**src/rtl/clock_pkg.sv**
```systemverilog
// Shared encodings and default timing constants for the alarm/snooze controller.
package clock_pkg;

    typedef enum logic [1:0] {
        ST_IDLE     = 2'b00,
        ST_RINGING  = 2'b01,
        ST_SNOOZING = 2'b10
    } state_t;

    localparam int RING_SECS   = 60;
    localparam int SNOOZE_SECS = 300;
    localparam int MAX_SNOOZE  = 3;
    localparam int BEEP_DIV    = 15000000;

endpackage

```
**src/rtl/tc_counter.sv**
```systemverilog
// Modulo-MOD up-counter with synchronous clear and a terminal-count flag.
module tc_counter #(
    parameter int MOD = 4
) (
    input  logic clk,
    input  logic rst,
    input  logic en,
    input  logic clr,
    output logic tc
);
    localparam int W = (MOD > 1) ? $clog2(MOD) : 1;
    localparam logic [W-1:0] LAST = W'(MOD - 1);

    logic [W-1:0] cnt;

    always_ff @(posedge clk or negedge rst) begin
        if (!rst)
            cnt <= '0;
        else if (clr)
            cnt <= '0;
        else if (en)
            cnt <= tc ? '0 : cnt + 1'b1;
    end

    assign tc = (cnt == LAST);

endmodule

```
**src/rtl/alarm_snooze_ctrl.sv**
```systemverilog
// Alarm ring/snooze/dismiss sequencer with bounded snoozes, auto-timeout and beep gating.
module alarm_snooze_ctrl
    import clock_pkg::*;
#(
    parameter int RING_SECS   = clock_pkg::RING_SECS,
    parameter int SNOOZE_SECS = clock_pkg::SNOOZE_SECS,
    parameter int MAX_SNOOZE  = clock_pkg::MAX_SNOOZE,
    parameter int BEEP_DIV    = clock_pkg::BEEP_DIV
) (
    input  logic       clk,
    input  logic       rst,
    input  logic       sec_tick,
    input  logic       match,
    input  logic       armed,
    input  logic       adjust,
    input  logic       snooze_btn,
    input  logic       dismiss_btn,
    output logic       alarm_on,
    output logic       buzzer_en,
    output logic       snooze_led,
    output logic [1:0] state,
    output logic [1:0] snooze_count
);
    localparam logic [1:0] MAX_SNZ = 2'(MAX_SNOOZE);

    state_t     cur_st, nxt_st;
    logic [1:0] cnt_nx;
    logic       match_d, trig, phase;
    logic       ring_tc, snz_tc, beep_tc;
    logic       in_ring, in_snz;

    assign in_ring = (cur_st == ST_RINGING);
    assign in_snz  = (cur_st == ST_SNOOZING);
    assign trig    = match & ~match_d & armed & ~adjust;

    // Counters sit cleared outside their state, so every entry starts from zero.
    tc_counter #(.MOD(RING_SECS)) u_ring (
        .clk(clk), .rst(rst), .en(in_ring & sec_tick), .clr(~in_ring), .tc(ring_tc)
    );
    tc_counter #(.MOD(SNOOZE_SECS)) u_snz (
        .clk(clk), .rst(rst), .en(in_snz & sec_tick), .clr(~in_snz), .tc(snz_tc)
    );
    tc_counter #(.MOD(BEEP_DIV)) u_beep (
        .clk(clk), .rst(rst), .en(in_ring), .clr(~in_ring), .tc(beep_tc)
    );

    always_comb begin
        nxt_st = cur_st;
        cnt_nx = snooze_count;
        case (cur_st)
            ST_IDLE: begin
                if (trig) begin
                    nxt_st = ST_RINGING;
                    cnt_nx = 2'd0;
                end
            end
            ST_RINGING: begin
                if (!armed || adjust)                       nxt_st = ST_IDLE;
                else if (dismiss_btn)                       nxt_st = ST_IDLE;
                else if (snooze_btn && snooze_count < MAX_SNZ) begin
                    nxt_st = ST_SNOOZING;
                    cnt_nx = snooze_count + 2'd1;
                end
                else if (sec_tick && ring_tc)               nxt_st = ST_IDLE;
            end
            ST_SNOOZING: begin
                if (!armed || adjust)                       nxt_st = ST_IDLE;
                else if (dismiss_btn)                       nxt_st = ST_IDLE;
                else if (sec_tick && snz_tc)                nxt_st = ST_RINGING;
            end
            default: nxt_st = ST_IDLE;
        endcase
        if (nxt_st == ST_IDLE)
            cnt_nx = 2'd0;
    end

    // match_d resets high so a match already present at release cannot trigger.
    always_ff @(posedge clk or negedge rst) begin
        if (!rst) begin
            cur_st       <= ST_IDLE;
            snooze_count <= 2'd0;
            match_d      <= 1'b1;
            phase        <= 1'b1;
        end else begin
            cur_st       <= nxt_st;
            snooze_count <= cnt_nx;
            match_d      <= match;
            if (!in_ring)
                phase <= 1'b1;
            else if (beep_tc)
                phase <= ~phase;
        end
    end

    assign state      = cur_st;
    assign alarm_on   = in_ring;
    assign snooze_led = in_snz;
    assign buzzer_en  = in_ring & phase;

endmodule

```
**config.mk**
```make
export PLATFORM = sky130hd
export DESIGN_NAME = alarm_snooze_ctrl
export DESIGN_NICKNAME = d
export VERILOG_FILES = /design/src/rtl/clock_pkg.sv /design/src/rtl/tc_counter.sv /design/src/rtl/alarm_snooze_ctrl.sv
export SDC_FILE = /design/constraint.sdc
export NUM_CORES = 1
export LEC_CHECK = 0
export ABC_AREA = 1
export ABC_CLOCK_PERIOD_IN_PS = 2000
export CORE_MARGIN = 3
export CORE_UTILIZATION = 25
export DETAILED_ROUTE_END_ITERATION = 10
export HOLD_SLACK_MARGIN = 0.08
export SLEW_MARGIN = 20
export SYNTH_ARGS = -nofsm -noshare
export SYNTH_HDL_FRONTEND = slang
export SYNTH_HIERARCHICAL = 1
export SYNTH_SLANG_ARGS = --single-unit
export TNS_END_PERCENT = 5
```
**constraint.sdc**
```tcl
create_clock -name clk -period 2 [get_ports clk]
set_input_delay 0.3 -clock clk [delete_from_list [all_inputs] [get_ports clk]]
set_output_delay 0.3 -clock clk [all_outputs]
set_load 0.02 [all_outputs]
```
# Word-level counts from Yosys, hierarchy flattened
# Index checks and enable logic that the tools add are counted.
# classes
n_reduce_logical	9
magnitude_cmp	1
muxes	25
eq_ne	12
shifts	0
bitwise	9
multipliers	0
n_addsub	4
div	0
# op_table
operator	n
two-way mux 24 bit	2
two-way mux 9 bit	3
two-way mux 2 bit	13
adder 24 x 1 -> 24 bit (second input constant)	1
equality test 24 bit (second input constant)	1
two-way mux 6 bit	3
adder 9 x 1 -> 9 bit (second input constant)	1
equality test 9 bit (second input constant)	1
adder 6 x 1 -> 6 bit (second input constant)	1
bitwise AND 1 bit	6
equality test 6 bit (second input constant)	1
!= test 2 x 1 -> 1 bit (second input constant)	3
!= test 3 x 2 -> 1 bit (second input constant)	2
one-hot mux 2 bit (3 select lines)	1
AND reduction 5 bit	1
logical NOT 2 bit	2
one-hot mux 2 bit (2 select lines)	1
logical AND 1 bit	3
!= test 3 x 1 -> 1 bit (second input constant)	1
!= test 3 bit (second input constant)	1
inverter 1 bit	3
nonzero test 3 bit	1
adder 2 x 1 -> 2 bit (second input constant)	1
equality test 2 x 1 -> 1 bit (second input constant)	1
5 further kinds	6
# totals
ff_bits	45
wordCells	67
ram_bits	0
inputBits	8
mem_bits_ro	0
memories	0
latchBits	0

# Depth between registers and ports, before layout
# Gate-level depths: netlist of run 1.
# logic_depth
depth_word	10
depth_mapped	13
ltp_nobuf	13

# By module
# Netlist of run 1, hierarchy kept.
# by_module_without_submodules
mod	seq_area_each_um2	n_inst	area_per_inst_um2	cells_per_inst
tc_counter at u_beep	600.6	1	1510.2	209
tc_counter at u_snz	225.2	1	571.8	80
alarm_snooze_ctrl	152.6	1	395.4	63
tc_counter at u_ring	150.1	1	350.3	49

# Worst setup path before layout of run 1
# No wires, ideal clock.
# synth_path
path_type	register to register
startpoint	register cur_st[1] (netlist: state[1])
endpoint	register u_snz.cnt[2]
synth_period_minus_slack_ps	1872
slack_ps	128
path_buffers	0
arrival_ps	1751
path_stages_with_launch	9
cell_sequence	dfrtp_1 > inv_1 > nor2_1 > inv_1 > nor2_1 > nor2_4 > nor2_1 > xor2_1 > nor2_1
# synth_via
elab_chain_len	3
word_cells_on_any_way	4
cone_classes	eq/ne: 2; mux: 1; bitwise: 1
# synth_lines
item	line_no	source
from (decl)	alarm_snooze_ctrl.sv:26	state_t cur_st, nxt_st;
from (signal assigned)	alarm_snooze_ctrl.sv:85	cur_st <= nxt_st;
equality test 2 bit *	alarm_snooze_ctrl.sv:33	assign in_snz = (cur_st == ST_SNOOZING);
via snooze_led	alarm_snooze_ctrl.sv:20	output logic snooze_led,
bitwise AND 1 bit	alarm_snooze_ctrl.sv:41	.clk(clk), .rst(rst), .en(in_snz & sec_tick), .clr(~in_snz), .tc(snz_tc)
!= test 2 x 1 -> 1 bit (no source line)	n/a	
to (signal assigned)	tc_counter.sv:22	cnt <= tc ? '0 : cnt + 1'b1;
to (decl)	tc_counter.sv:14	logic [W-1:0] cnt;
# The timed path passes the listed nets; every way through them passes the cells marked *.
# A chain may end at the register's enable or synchronous reset.

# Worst setup path after layout of run 1
# layout_path
startpoint	register cur_st[1] (netlist: state[1])
endpoint	output snooze_led
# layout_via
elab_chain_len	1
# layout_lines
item	line_no
equality test 2 bit	alarm_snooze_ctrl.sv:33
to (decl)	alarm_snooze_ctrl.sv:20
# No other way between the ends.

==> run summary, run 1 <==
Status - completed
First-pass GRT wire length - 11.3 mm
Final slew viol count - 0
Period utilization - 0.924
Mean Syn Cell Area - 7.05 sq um
Global placement routability congestion - 0.875
Reg2Reg Setup Slack - 0.29 ns
Synth Cell Area - 2830 sq um
DRC viols - 0
Largest cells by area after synthesis - dfrtp_1 (38%), nand2_1 (14%), nor2_1 (9.6%), inv_1 (7.7%), nand3_1 (6.2%)
Pin count of the biggest net entering global routing - 22
Critical Path RT - 1.70 ns
Vias in the first global route - 2,540
# port buffers - 14
Die area - 12,600 sq um
# Max-Cap Violations - 0
# nets final - 440
FF-to-FF End - u_beep/cnt[13]
Row count - 38
Via count - 2,507
Routed WL - 6.11 mm
Root Buffer Master - clkbuf_16
Die Ht - 112 um
Placed Cells - 560
Worst EP arrival - 1.55 ns
Fraction of layout cells with a size suffix above 1 - 0.0956
# diodes - 0
Synth Warn # - 6
CTS Buffer Depth - 2
Worst relative slew slack - 0.679
Setup tns final - 0 ns
Most common cell in the netlist - nand2_1
Share of total power in the clock network - 0.476
Crit Path Max Fanout - 4
Fillers - 1,184
P&R area growth vs syn - 19.1%
Post-synth top area cell - dfrtp_1
Share of the synthesized area in the top cell type - 0.381
Finished Core Util - 0.308
Combinational power share - 0.046
Gr ovfl total - 0
Multi-input logic area - 1460 sq um
Commonest cells in the netlist - nand2_1 (107), nor2_1 (72), inv_1 (58)
GRT Total Usage - 0.106
Setup Skew - 0.00766 ns
HP Class - in -> reg
Worst r2r src - u_beep/cnt[1]
Top FF cell, synth - dfrtp_1
Clock buffer count from CTS - 5
Routed Antenna Nets - 0
Post-CTS Setup Inserts - 0
DP HPWL - 4.75 mm
Total core area - 10,900 sq um
Starting density of the core - 0.259
Post-Syn Instances - 401
Worst-margin pin slew - 0.478 ns
# clock sinks - 45
Final Setup Violations - 0
Post-layout minimum cycle time - 1.85 ns
Pwr/cell area - 572 nW/um^2
Avg WL per Cell - 10.7 um
H-Tree Level Count - 2
Fmax achieved - 541 MHz
IO Pins - 15
Hold Path End - match_d
Crit. End Element - primary output
Clock transition at path regs - 0.06 ns
Seq/Total Area, Yosys - 0.399
CTS tree - built
DR vias/cell - 4.41
Post-Synthesis Net Count - 413
Leakage - 0.00152 uW
Flops & latches, synth - 45
First-pass DRT Iterations - 4
Worst setup SP type - register
RSZ-0062 raised after global routing - false
Synth cell types - 30
P_int - 1540 uW
Hold path depth - 1
Fraction of registers with async set/reset - 1.00
Clock Latency Late Sink - 0.28 ns
Antenna violations before repair - 0
Die Width - 112 um
Register area - 1130 sq um
Number of flops mapped to enable cells by yosys - 0
Switching share of power - 0.201
Critical hold path startpoint - match
NetSw - 387 uW
Hold Fails Final Rpt - 0
Peak VDD IR - 0.290 mV
Final non-filler cell total - 569
Initial DRC count - 55
Worst R2R Path Depth - 9
Register share of total power - 0.478
Setup CP Type - reg -> out
==> per-stage QoR <==
stage	instance area, sq um	worst slack [ns]	hold WS [ns]	total power [uW]
2_1_floorplan	2830	0.128	0.00441	974
3_3_place_gp	3190	0.274	0.284	1020
3_5_place_dp	3190	0.247	0.289	1030
4_1_cts	3360	0.0330	0.454	1960
5_1_grt	3370	0.0259	0.452	2020
6_report	3370	0.152	0.458	1930
==> flip-flops by register name, indices dropped and copies added (netlist names) <==
register / cells
u_beep/cnt: 24
u_snz/cnt: 9
u_ring/cnt: 6
snooze_count: 2
state: 2
match_d: 1
phase: 1
==> cell families (layout without fill, tap and decap cells) <==
family          count (synthesis)  after routing  synth area share
simple gates                  245            245             0.385
xor+xnor                       14             14            0.0434
flops                          45             45             0.399
fa+ha+maj                       4              4            0.0177
compound gates                 30             30            0.0690
buf+inv                        63             91            0.0863
==> cell usage in the layout (no fill, tap or decap), drive strengths merged, types with 4 or more instances in the layout <==
cell type	n
dfrtp	43
buf	8
a21oi	13
clkdlybuf4s50	11
o21bai	4
xor2	11
nor2	83
nand2	112
nand4	10
inv	61
o21ai	10
nand3	36
clkbuf	6
ha	4
==> area by class of cell <==
class | instances | share of cell area
multi-input cells | 293 | 0.432
flip-flops and latches | 45 | 0.335
inverters | 61 | 0.0680
repair buffers | 22 | 0.0639
well taps | 140 | 0.0520
clock buffers | 6 | 0.0383
clock inverters | 2 | 0.0104
==> per-layer routing <==
layer  track usage  vias to the layer above  part of all wire
li1              -                     1305                 -
met1         0.139                     1159              0.48
met2         0.177                       41              0.48
met3        0.0253                        2             0.034
met4        0.0248                        0            0.0044
met5             0                        -                 0
==> how the worst max path moves through the flow <==
| stage | start | to | slack (ns) | depth (start not counted) |
|---|---|---|---|---|
| 2_1_floorplan | state[1] | u_snz/cnt[2] | 0.13 | 8 |
| 3_3_place_gp | sec_tick | u_snz/cnt[2] | 0.27 | 7 |
| 3_5_place_dp | sec_tick | u_snz/cnt[5] | 0.25 | 9 |
| 4_1_cts | state[0] | buzzer_en | 0.03 | 5 |
| 5_1_grt | state[1] | snooze_led | 0.03 | 3 |
| 6_report | state[1] | snooze_led | 0.15 | 3 |
==> what timing repair did <==
| item | in CTS | in global routing |
|---|---|---|
| endpoints found under the hold margin | 18 | 0 |
| resized for setup | 0 | 2 |
| hold buffers | 1 | 0 |
| setup endpoints to repair | 0 | 2 |
==> power groups by stage <==
| stage | Clock [uW] | Combinational, uW | Sequential (uW) |
|---|---|---|---|
| final | 917 | 87.6 | 921 |
| after detailed placement | 0 | 89.6 | 937 |
| after global routing | 993 | 103 | 921 |
| after global placement | 0 | 88.0 | 937 |
| after CTS | 950 | 91.5 | 920 |
| after floorplan | 0 | 36.1 | 937 |
==> worst max-delay path: stages, from the launching register on <==
cell             delay [ns]
dfrtp_1                0.43
inv_1                  0.08
nor2_1                 0.13
clkdlybuf4s50_1        0.63
No activity file was read; power rests on OpenSTA's default activity.
==> run 2: changes to the inputs <==
--- a/config.mk
+++ b/config.mk
@@ -7,10 +7,12 @@
 export LEC_CHECK = 0
 export ABC_AREA = 1
 export ABC_CLOCK_PERIOD_IN_PS = 2000
+export CAP_MARGIN = 20
 export CORE_MARGIN = 3
 export CORE_UTILIZATION = 25
 export DETAILED_ROUTE_END_ITERATION = 10
 export HOLD_SLACK_MARGIN = 0.08
+export SKIP_CTS_REPAIR_TIMING = 1
 export SLEW_MARGIN = 20
 export SYNTH_ARGS = -nofsm -noshare
 export SYNTH_HDL_FRONTEND = slang
==> results of run 2 <==
The final DEF is identical to that of run 1; final timing and power are the same.
Among the figures that moved: via count of the first global-routing pass 2540 -> 2537
==> run 3: changes to the inputs <==
--- a/config.mk
+++ b/config.mk
@@ -9,9 +9,10 @@
 export ABC_CLOCK_PERIOD_IN_PS = 2000
 export CAP_MARGIN = 20
 export CORE_MARGIN = 3
-export CORE_UTILIZATION = 25
+export CORE_UTILIZATION = 52
 export DETAILED_ROUTE_END_ITERATION = 10
 export HOLD_SLACK_MARGIN = 0.08
+export PLACE_DENSITY = 0.71
 export SKIP_CTS_REPAIR_TIMING = 1
 export SLEW_MARGIN = 20
 export SYNTH_ARGS = -nofsm -noshare
==> run summary, run 3 (synthesized netlist as in run 1, its figures left out) <==
Status - completed
Hold Fails Final Rpt - 0
Hold_ws - 0.445 ns
Worst r2r src - u_beep/cnt[1]
Worst EP arrival - 1.62 ns
Finished Core Util - 0.624
Worst setup SP type - register
Pwr/cell area - 531 nW/um^2
Max stage delay on crit path - 0.64 ns
Critical Path, Cell by Cell - inv_1, nor2_1, clkdlybuf4s50_1
Reg2Reg Setup Slack - 0.25 ns
Root Buffer Master - clkbuf_8
Buf/Inv on CP - 2
Global placement routability congestion - 0.846
DRC viols - 0
Critical hold path startpoint - match
Largest regs - u_beep/cnt: 24 flops, u_snz/cnt: 9 flops, u_ring/cnt: 6 flops
Peak VDD IR - 0.362 mV
Pin count of the biggest net entering global routing - 20
Crit. End Element - primary output
DP HPWL - 4.50 mm
Row count - 26
DR vias/cell - 5.00
Vias in the first global route - 2,420
Largest register FFs - 24
Via count - 2,488
Slowest-stage cell, CP - clkdlybuf4s50_1
Fraction of layout cells with a size suffix above 1 - 0.0958
Total core area - 5170 sq um
Clock transition at path regs - 0.08 ns
# Max-Cap Violations - 0
Final Setup Violations - 0
# diodes - 0
Initial DRC count - 118
Worst-margin pin slew - 0.472 ns
CTS Buffer Depth - 2
H-Tree Level Count - 2
Period utilization - 0.962
Hold path depth - 1
Worst R2R Path Depth - 9
# port buffers - 14
GRT Total Usage - 0.206
Post-layout minimum cycle time - 1.92 ns
Setup CP Type - reg -> out
IO Pins - 15
Final slew viol count - 0
# nets final - 439
RSZ-0062 raised after global routing - false
Routed Antenna Nets - 0
Critical Path RT - 1.70 ns
Biggest register - u_beep/cnt
Clock buffer count from CTS - 5
Die area - 6360 sq um
# clock sinks - 45
P&R area growth vs syn - 14.2%
Routed WL - 5.90 mm
Setup Skew - 0.0126 ns
Top Family by Delay on Critical Path - buffers and inverters
Starting density of the core - 0.547
Crit Path Max Fanout - 4
First-pass GRT wire length - 10.5 mm
CTS tree - built
Leakage - 0.00149 uW
HP Class - in -> reg
Clock Latency Late Sink - 0.29 ns
Gr ovfl total - 0
Worst relative slew slack - 0.683
Avg WL per Cell - 11.8 um
FF-to-FF End - u_beep/cnt[15]
Hold Path End - match_d
Fmax achieved - 519 MHz
Commonest non-fill, non-tap cell in the layout - nand2_1
Die Ht - 79.7 um
Setup tns final - 0 ns
Antenna violations before repair - 0
Most frequent cells in the layout - nand2_1 (107), nor2_1 (72), inv_1 (58)
First-pass DRT Iterations - 4
Die Width - 79.7 um
[run 3: worst reg2reg max path, stage by stage, from the launching register on]
cell	delay (ns)
dfrtp_1	0.39
ha_1	0.24
nand2_2	0.10
nor2_4	0.17
nand2_2	0.11
nor2_4	0.11
nand3_4	0.14
o21ai_4	0.19
buf_12	0.16
nor2_1	0.06
[run 3: area by class of cell]
| cell class | count | area [sq um] |
|---|---|---|
| Clock buffer | 6 | 82.6 |
| Clock inverter | 2 | 37.5 |
| Fill cell | 491 | 1940 |
| Inverter | 61 | 229 |
| Multi-Input combinational cell | 293 | 1460 |
| Sequential cell | 45 | 1130 |
| Tap cell | 70 | 87.6 |
| Timing Repair Buffer | 21 | 208 |
[run 3: power breakdown]
| part | leakage, uW | switching [uW] | internal, uW |
|---|---|---|---|
| logic | 0.000809 | 53.9 | 33.0 |
| registers | 0.000621 | 3.77 | 916 |
| clock network | 0.0000574 | 301 | 406 |
| total | 0.00149 | 359 | 1350 |
[run 3: worst max-delay path by stage]
stage | slack [ns] | endpoint | start | cells after the start
6_report | 0.08 | snooze_led | state[1] | 3
5_1_grt | 0.004 | snooze_led | state[1] | 3
4_1_cts | -0.08 | buzzer_en | state[1] | 4
3_5_place_dp | 0.18 | u_snz/cnt[5] | sec_tick | 9
3_3_place_gp | 0.25 | u_snz/cnt[6] | sec_tick | 8
2_1_floorplan | 0.13 | u_snz/cnt[2] | state[1] | 8
[run 3: metal layers]
metal / wire, um / global-route usage
met1: 2810 / 0.262
met2: 2830 / 0.361
met3: 225 / 0.0339
met4: 37 / 0.0541
met5: 0 / 0
[run 3: through the flow]
stage	instances	instance area [sq um]	total power, uW	setup WS (ns)
finish	498	3230	1710	0.0750
global route	498	3230	1780	0.00364
CTS	497	3210	1740	-0.0782
detailed placement	489	3090	1020	0.177
global placement	489	3090	1020	0.246
floorplan	401	2830	974	0.128
